File: src/rtl/vmmul_pkg.sv
// Shared definitions for the VMMUL result path: word geometry and write-engine states.
package vmmul_pkg;

  localparam int WORD_W          = 32;
  localparam int MAT_DIM         = 4;
  localparam int FRAME_WORDS_DEF = MAT_DIM * MAT_DIM;
  localparam int ADDR_STRIDE     = 4;

  typedef enum logic [0:0] {
    WB_IDLE,
    WB_REQ
  } wb_state_e;

  function automatic logic is_word_aligned(input logic [WORD_W-1:0] addr);
    return (addr[1:0] == 2'b00);
  endfunction

endpackage

File: src/rtl/vmmul_wb_fifo.sv
// Small synchronous FIFO of {addr,data}; exposes the head and the entry behind it
// so the write engine can chain requests without a bubble.
module vmmul_wb_fifo #(
  parameter int DEPTH = 4,
  parameter int WIDTH = 64
) (
  input  logic                     clk,
  input  logic                     rst_n,
  input  logic                     push,
  input  logic [WIDTH-1:0]         push_data,
  input  logic                     pop,
  output logic [WIDTH-1:0]         head_data,
  output logic [WIDTH-1:0]         next_data,
  output logic [$clog2(DEPTH):0]   count,
  output logic                     full,
  output logic                     empty
);

  localparam int AW = $clog2(DEPTH);
  localparam logic [AW:0] FULL_COUNT = (AW+1)'(DEPTH);

  logic [WIDTH-1:0] mem [DEPTH];
  logic [AW-1:0]    wr_ptr_reg;
  logic [AW-1:0]    rd_ptr_reg;
  logic [AW:0]      count_reg;

  always_ff @(posedge clk) begin
    if (push) begin
      mem[wr_ptr_reg] <= push_data;
    end
  end

  always_ff @(posedge clk or negedge rst_n) begin
    if (!rst_n) begin
      wr_ptr_reg <= '0;
      rd_ptr_reg <= '0;
      count_reg  <= '0;
    end else begin
      if (push) begin
        wr_ptr_reg <= wr_ptr_reg + AW'(1);
      end
      if (pop) begin
        rd_ptr_reg <= rd_ptr_reg + AW'(1);
      end
      case ({push, pop})
        2'b10:   count_reg <= count_reg + (AW+1)'(1);
        2'b01:   count_reg <= count_reg - (AW+1)'(1);
        default: count_reg <= count_reg;
      endcase
    end
  end

  assign head_data = mem[rd_ptr_reg];
  assign next_data = mem[rd_ptr_reg + AW'(1)];
  assign count     = count_reg;
  assign full      = (count_reg == FULL_COUNT);
  assign empty     = (count_reg == '0);

endmodule

File: src/rtl/vmmul_wb_sink.sv
// VMMUL result sink: buffers STORE-phase words and retires them over a req/ack write port.
// Optional VMMUL_WB_CHECKSUM_EN adds a per-frame sum of written data on frame_checksum.
module vmmul_wb_sink
  import vmmul_pkg::*;
#(
  parameter int FIFO_DEPTH  = 4,
  parameter int FRAME_WORDS = FRAME_WORDS_DEF
) (
  input  logic              clk,
  input  logic              rst_n,
  input  logic              in_valid,
  input  logic [WORD_W-1:0] in_data,
  input  logic [WORD_W-1:0] in_addr,
  input  logic              clear,
  output logic              mem_wr_req,
  output logic [WORD_W-1:0] mem_wr_addr,
  output logic [WORD_W-1:0] mem_wr_data,
  input  logic              mem_wr_ack,
  output logic              busy,
  output logic              wb_done,
  output logic [4:0]        words_written,
  output logic              overflow,
  output logic              align_err
`ifdef VMMUL_WB_CHECKSUM_EN
  ,
  output logic [WORD_W-1:0] frame_checksum
`endif
);

  localparam int CNT_W = $clog2(FIFO_DEPTH) + 1;
  localparam logic [4:0] LAST_WORD = 5'(FRAME_WORDS - 1);

  wb_state_e             state_reg;
  logic                  req_reg;
  logic [WORD_W-1:0]     addr_reg;
  logic [WORD_W-1:0]     data_reg;
  logic [4:0]            words_reg;
  logic                  done_reg;
  logic                  overflow_reg;
  logic                  align_err_reg;

  logic [2*WORD_W-1:0]   fifo_head;
  logic [2*WORD_W-1:0]   fifo_next;
  logic [CNT_W-1:0]      fifo_count;
  logic                  fifo_full;
  logic                  fifo_empty;

  logic                  aligned;
  logic                  pop;
  logic                  push_ok;
  logic                  align_hit;
  logic                  ovf_hit;

  assign aligned   = is_word_aligned(in_addr);
  assign pop       = (state_reg == WB_REQ) && mem_wr_ack;
  // A full FIFO still takes the word when the head retires on the same edge.
  assign push_ok   = in_valid && aligned && (!fifo_full || pop);
  assign align_hit = in_valid && !aligned;
  assign ovf_hit   = in_valid && aligned && fifo_full && !pop;

  vmmul_wb_fifo #(
    .DEPTH (FIFO_DEPTH),
    .WIDTH (2*WORD_W)
  ) u_fifo (
    .clk       (clk),
    .rst_n     (rst_n),
    .push      (push_ok),
    .push_data ({in_addr, in_data}),
    .pop       (pop),
    .head_data (fifo_head),
    .next_data (fifo_next),
    .count     (fifo_count),
    .full      (fifo_full),
    .empty     (fifo_empty)
  );

  // The word under request is always the FIFO head; it pops only on its ack.
  always_ff @(posedge clk or negedge rst_n) begin
    if (!rst_n) begin
      state_reg     <= WB_IDLE;
      req_reg       <= 1'b0;
      addr_reg      <= '0;
      data_reg      <= '0;
      words_reg     <= '0;
      done_reg      <= 1'b0;
      overflow_reg  <= 1'b0;
      align_err_reg <= 1'b0;
    end else begin
      done_reg      <= 1'b0;
      overflow_reg  <= (overflow_reg & ~clear) | ovf_hit;
      align_err_reg <= (align_err_reg & ~clear) | align_hit;
      case (state_reg)
        WB_IDLE: begin
          if (!fifo_empty) begin
            {addr_reg, data_reg} <= fifo_head;
            req_reg   <= 1'b1;
            state_reg <= WB_REQ;
          end else if (push_ok) begin
            addr_reg  <= in_addr;
            data_reg  <= in_data;
            req_reg   <= 1'b1;
            state_reg <= WB_REQ;
          end
        end
        WB_REQ: begin
          if (mem_wr_ack) begin
            if (words_reg == LAST_WORD) begin
              words_reg <= '0;
              done_reg  <= 1'b1;
            end else begin
              words_reg <= words_reg + 5'd1;
            end
            // Chain straight into the next word, forwarding the input if it lands now.
            if (fifo_count > CNT_W'(1)) begin
              {addr_reg, data_reg} <= fifo_next;
            end else if (push_ok) begin
              addr_reg <= in_addr;
              data_reg <= in_data;
            end else begin
              req_reg   <= 1'b0;
              state_reg <= WB_IDLE;
            end
          end
        end
        default: begin
          req_reg   <= 1'b0;
          state_reg <= WB_IDLE;
        end
      endcase
    end
  end

`ifdef VMMUL_WB_CHECKSUM_EN
  logic [WORD_W-1:0] sum_reg;
  logic [WORD_W-1:0] checksum_reg;

  always_ff @(posedge clk or negedge rst_n) begin
    if (!rst_n) begin
      sum_reg      <= '0;
      checksum_reg <= '0;
    end else if (pop) begin
      if (words_reg == LAST_WORD) begin
        checksum_reg <= sum_reg + data_reg;
        sum_reg      <= '0;
      end else begin
        sum_reg <= sum_reg + data_reg;
      end
    end
  end

  assign frame_checksum = checksum_reg;
`endif

  assign mem_wr_req    = req_reg;
  assign mem_wr_addr   = addr_reg;
  assign mem_wr_data   = data_reg;
  assign busy          = req_reg | ~fifo_empty;
  assign wb_done       = done_reg;
  assign words_written = words_reg;
  assign overflow      = overflow_reg;
  assign align_err     = align_err_reg;

endmodule

File: config.mk
export PLATFORM = sky130hd
export DESIGN_NAME = vmmul_wb_sink
export DESIGN_NICKNAME = d
export VERILOG_FILES = /design/src/rtl/vmmul_pkg.sv /design/src/rtl/vmmul_wb_fifo.sv /design/src/rtl/vmmul_wb_sink.sv
export SDC_FILE = /design/constraint.sdc
export NUM_CORES = 1
export LEC_CHECK = 0
export ABC_CLOCK_PERIOD_IN_PS = 7300
export BUFFER_PORTS_ARGS = -buffer_cell sky130_fd_sc_hd__buf_2
export CAP_MARGIN = 10
export CORE_UTILIZATION = 40
export DETAILED_ROUTE_END_ITERATION = 8
export SLEW_MARGIN = 20
export SYNTH_ARGS = -nofsm -noshare
export SYNTH_HDL_FRONTEND = slang
export SYNTH_SLANG_ARGS = --single-unit
File: constraint.sdc
create_clock -name clk -period 7.3 [get_ports clk]
set_clock_uncertainty 0.15 [all_clocks]
set_input_delay 0.365 -clock clk [delete_from_list [all_inputs] [get_ports clk]]
set_output_delay 0.365 -clock clk [all_outputs]
set_load 0.01 [all_outputs]
* Word level (Yosys, flattened, before mapping) *
Memory sizes are Yosys's and may differ from the RTL's.
Index checks and enable logic that the tools add are counted.
Widths: inputs -> output; s select.

storage, ports and cells
  output and inout port bits = 74
  latch bits = 0
  memories = 1
  input port bits = 69
  bits in read-only memories = 0
  register bits = 81
  memory bits (writable) = 256
  logic and storage cells = 76

memory list
  memory      words  bits a word  rd ports  clocked after Yosys merged registers in  wr ports  line                 RTL
  u_fifo.mem  4      64           2         0                                        1         vmmul_wb_fifo.sv:22  logic [WIDTH-1:0] mem [DEPTH];

cells by class
  reductions and logical operators = 15
  eq/ne operators = 8
  add/subtract/negate cells = 5
  mux-type cells = 27
  div/mod/pow operators = 0
  bitwise logic cells = 8
  shift operators = 0
  $lt $le $gt $ge = 1
  multipliers = 0

operators with widths
  cell                 count
  $mux 32              8
  $pmux 32 s2          2
  $mux 1               13
  $logic_and 1x1->1    6
  $ne 2x2->1 const B   3
  $pmux 3 s2           1
  $add 5x1->5 const B  1
  $eq 5x4->1 const B   1
  $mux 5               1
  $add 2x1->2 const B  2
  $pmux 1 s2           2
  $reduce_and 4->1     1
  $add 3x1->3 const B  1
  $eq 3x3->1 const B   1
  $gt 3x1->1 const B   1
  $logic_not 1->1      3
  $logic_not 3->1      1
  $ne 3x2->1 const B   1
  $not 1->1            3
  $or 1x1->1           3
  $sub 3x1->3 const B  1
  $and 1x1->1          2
  $eq 2x1->1 const B   1
  $eq 2x2->1 const B   1
  4 further kinds      4

* Logic depth before layout (Yosys ltp) *
  depth in word-level cells = 8
  depth in mapped cells = 10
  mapped depth without buffers = 8

* Cells and area by module *
Synthesis repeated with hierarchy kept, for this count alone.

second synthesis, totals
  cell total of the unflattened synthesis = 1218
  area, all modules = 16848.7 um2

modules (own cells, without submodules)
  module         area each (um2)  cells each  times used
  vmmul_wb_fifo  11185.7          449         1
  vmmul_wb_sink  5662.9           769         1

* Worst setup path before layout *
Ideal clock, no wire load.

  path kind = input port to flip-flop
  from = input port in_addr[1]
  to = memory u_fifo.mem[0][0], enable pin
  library setup time = 429 ps
  path slack = 4066 ps
  stages = 4
  arrival = 2655 ps
  path through = or3b_1 -> buf_2 -> a31oi_4 -> and2_1

on the way
  longest elaborated chain between the ends = 5

ends and longest elaborated chain
  element                         line                 RTL
  start, declared                 vmmul_wb_sink.sv:13  input logic [WORD_W-1:0] in_addr,
  $logic_not 2->1                 vmmul_pkg.sv:15      return (addr[1:0] == 2'b00);
  $logic_and 1x1->1 (2 in a row)  vmmul_wb_sink.sv:57  assign push_ok = in_valid && aligned && (!fifo_full || pop);
  $mux 1                          vmmul_wb_fifo.sv:28  if (push) begin
  $mux 1 (not written as such)    vmmul_wb_fifo.sv:29  mem[wr_ptr_reg] <= push_data;
  end, declared                   vmmul_wb_fifo.sv:22

Every way passes these cells.

* Final worst setup path *
  from = input port in_addr[1]
  to = register u_fifo.count_reg[2] (netlist: u_fifo.count[2])

on the way
  longest elaborated chain between the ends = 5

ends and longest elaborated chain
  element                                                 line                 RTL
  $logic_not 2->1 *                                       vmmul_pkg.sv:15
  $logic_and 1x1->1 * (2 in a row)                        vmmul_wb_sink.sv:57
  $eq 2x1->1 / $eq 2x2->1 (equally long branches)         vmmul_wb_fifo.sv:45  case ({push, pop})
  $pmux 3 s2 / $reduce_bool 2->1 (equally long branches)  --
  end signal, assigned                                    vmmul_wb_fifo.sv:46  2'b10: count_reg <= count_reg + (AW+1)'(1);
  end signal, assigned                                    vmmul_wb_fifo.sv:47  2'b01: count_reg <= count_reg - (AW+1)'(1);
  end signal, assigned                                    vmmul_wb_fifo.sv:48  default: count_reg <= count_reg;
  end, declared                                           vmmul_wb_fifo.sv:25  logic [AW:0] count_reg;

Every way passes the cells marked *; elsewhere a longest branch is shown, timed or not.
A chain may end at the register's enable or synchronous reset.

==> metrics.txt <==
final number of hold-violating endpoints=0; WHS Endpoint=mem_wr_addr[0]; vias in the first global route=11860; Mean Syn Cell Area=13.95 sq um; Synth area leaders=edfxtp_1 46%, dfrtp_1 12%, mux4_2 11%, mux2i_1 6.7%, nand2_1 3.8%; initial core utilization=40.86%; TritonCTS Sinks=337; Seq/Total Area, Yosys=57.70%; Antenna Nets Post-Route=0; Biggest register=u_fifo.mem; worst skew pair latency=0.56 ns; port bufs=142; max-cap check violation count=0; PwrDens=388.9 mW/mm^2; Synth area leader=edfxtp_1; Top Ports=143; DR pass1 iterations=5; Final Total Pwr=7.787 mW; Ys Warns=0; largest net degree at the start of global routing=104; Final min period=3.756 ns; Setup Viol. Count Final=0; FF+latch count, synth=337; clk buf depth=3; Final nets=1444; Internal=4.979 mW; routability cong.=0.7585; row count=74; max reg flops=256; maximum VDD drop=253.4 uV; status=complete, no violations; DRT iter0 DRCs=958; Post-synth EDFFs=256; Global Route Usage Sum=21.58%; global-route wire length before repair=71640 um; Sw Ratio=36.06%; fin. max-slew vios=0; reg2reg setup slack=3.97 ns; startpoint type of the worst setup path=input port; CTS resizes=0; Synth Cell Area=0.01683 sq mm; H-tree level count=2; top cells by count, synth=256 x edfxtp_1, 172 x nand2_1, 112 x mux2i_1; Worst-path clk slew=0.06 ns; clk root buf=clkbuf_16; die area=0.04291 sq mm; sequential power share=35.4%; combinational share of power=37.6%; syn_nets=1286; Net Switching=2.808 mW; core region area=0.04120 sq mm; Worst Path Required=7.59 ns; initial antenna violation count=2; ys flop type=edfxtp_1; CTS tree=yes; vias post-DR=11771; Routed WL per cell=23.99 um; fraction of layout cells with a size suffix above 1=23.51%; Worst Hold Class=in -> reg; CP max FO=51; crit path launch=in_addr[1]; Leak Pwr=7.843 nW; Tcrit/Tclk final=51.46%; Area Overhead vs Synth=18.94%; die width=207.2 um; Yosys cell types=44; worst hold stages=3; WS Path Type=in -> reg; hpwl dp=25110 um; die height=207.2 um; drc violations=0; Rel. slew slack=27.97%; Async S/R FF share, synth=24.04%; Worst Hold Launch=mem_wr_ack; RSZ-0062 raised after global routing=false; Crit. End Element=register; leading cell type by number of instances after synthesis=edfxtp_1; total CTS buffers=38; Synth Instances=1207; Worst R2R End=mem_wr_data[1]; grt ovf=0; Worst EP arrival=4.04 ns; worst reg-to-reg path cell count=8; WL final=46280 um; post-synth top area share=45.66%; clock share of power=27.0%; FMAX=266.2 MHz; Reg2Reg Launch Point=u_fifo.count[0]; worst slew pin tran=1.080 ns; Post-Route Setup TNS=0 ns; vias per inst=6.102
power groups by stage:
| stage | Sequential (mW) | Clock, mW | Combinational [mW] |
|---|---|---|---|
| finish | 2.76 | 2.10 | 2.93 |
| global route | 2.81 | 2.21 | 3.16 |
| CTS | 2.76 | 2.14 | 2.95 |
| detailed placement | 2.79 | 0 | 2.91 |
| global placement | 2.78 | 0 | 2.85 |
| floorplan | 2.71 | 0 | 2.03 |
cell type report:
| class | instances | area (sq um) |
|---|---|---|
| Timing Repair Buffer | 231 | 1569 |
| Clock inverter | 21 | 311.5 |
| Antenna cell | 2 | 5.005 |
| Multi-Input combinational cell | 748 | 6638 |
| Inverter | 9 | 36.28 |
| Clock buffer | 49 | 1076 |
| Tap cell | 532 | 665.6 |
| Sequential cell | 337 | 9723 |
| Fill cell | 3555 | 21180 |
metrics by stage:
step	utilization (%)	worst slack (ns)	std cells	area (sq um)	hold WS, ns
floorplan	-	4.066	1207	16830	-0.08059
global placement	43.57	3.590	1790	17950	0.3043
detailed placement	43.57	3.525	1790	17950	0.3013
CTS	48.57	3.554	1927	20010	0.1065
global route	48.59	3.395	1928	20020	0.1609
finish	48.60	3.544	1929	20020	0.1460
cell usage in the layout (no fill, tap or decap), types with 3 or more instances in the layout:
cell,netlist,layout
edfxtp_1,256,256
nand2_1,172,170
buf_2,29,141
mux2i_1,112,112
mux4_2,79,79
dfrtp_1,81,78
dlygate4sd3_1,0,67
o21ai_0,56,56
o211a_1,49,49
a221o_1,49,49
and3_1,49,49
o221ai_1,49,49
a211oi_1,45,45
clkbuf_16,0,41
buf_4,1,20
a22oi_1,15,15
o211ai_1,13,13
ha_1,10,10
bufinv_16,0,8
clkinv_2,0,7
inv_1,8,7
xnor2_1,7,7
clkbuf_1,74,6
and2_4,0,4
nor2_1,6,4
a211oi_2,4,4
clkinv_1,0,4
a31oi_1,3,3
nand3_1,3,3
nor3_1,3,3
clkinvlp_4,0,3
worst max-delay path, stage by stage:
cell	delay [ns]
dlygate4sd3_1	0.52
buf_2	0.17
or3b_4	0.71
a31oi_4	0.41
clkinv_2	0.62
buf_4	0.55
ha_1	0.31
mux2i_1	0.16
nor2_1	0.07
xnor2_1	0.11
logic make-up (layout without fill, tap and decap cells):
| logic type | count (synthesis) | after routing | synth area share (%) |
|---|---|---|---|
| and+or+nand+nor | 245 | 245 | 6.436 |
| buffers and inverters | 122 | 310 | 3.188 |
| xor gates and xnor gates | 7 | 7 | 0.3642 |
| DFF | 337 | 337 | 57.70 |
| muxes | 191 | 191 | 17.23 |
| AOI/OAI and AO/OA | 295 | 295 | 14.34 |
| other | 0 | 2 | 0 |
| adders and majority gates | 10 | 10 | 0.7432 |
how the worst max path moves through the flow:
| stage | depth (start not counted) | slack (ns) | end |
|---|---|---|---|
| 2_1_floorplan | 4 | 4.07 | u_fifo.mem[0][0] |
| 3_3_place_gp | 8 | 3.59 | u_fifo.count[2] |
| 3_5_place_dp | 9 | 3.53 | u_fifo.count[2] |
| 4_1_cts | 10 | 3.55 | u_fifo.count[2] |
| 5_1_grt | 10 | 3.40 | u_fifo.count[2] |
| 6_report | 10 | 3.54 | u_fifo.count[2] |
per-layer routing:
metal	wire [um]	track usage [%]	part of all wire, %
met1	19410	28.69	42
met2	22400	35.25	48
met3	3283	4.275	7.1
met4	1182	7.643	2.6
met5	0	0	0
what timing repair did:
action                                 in CTS  in global routing
hold buffers                               67                  0
endpoints found under the hold margin     300                  0
setup buffers                               0                  0
No activity file was read; power rests on OpenSTA's default activity.
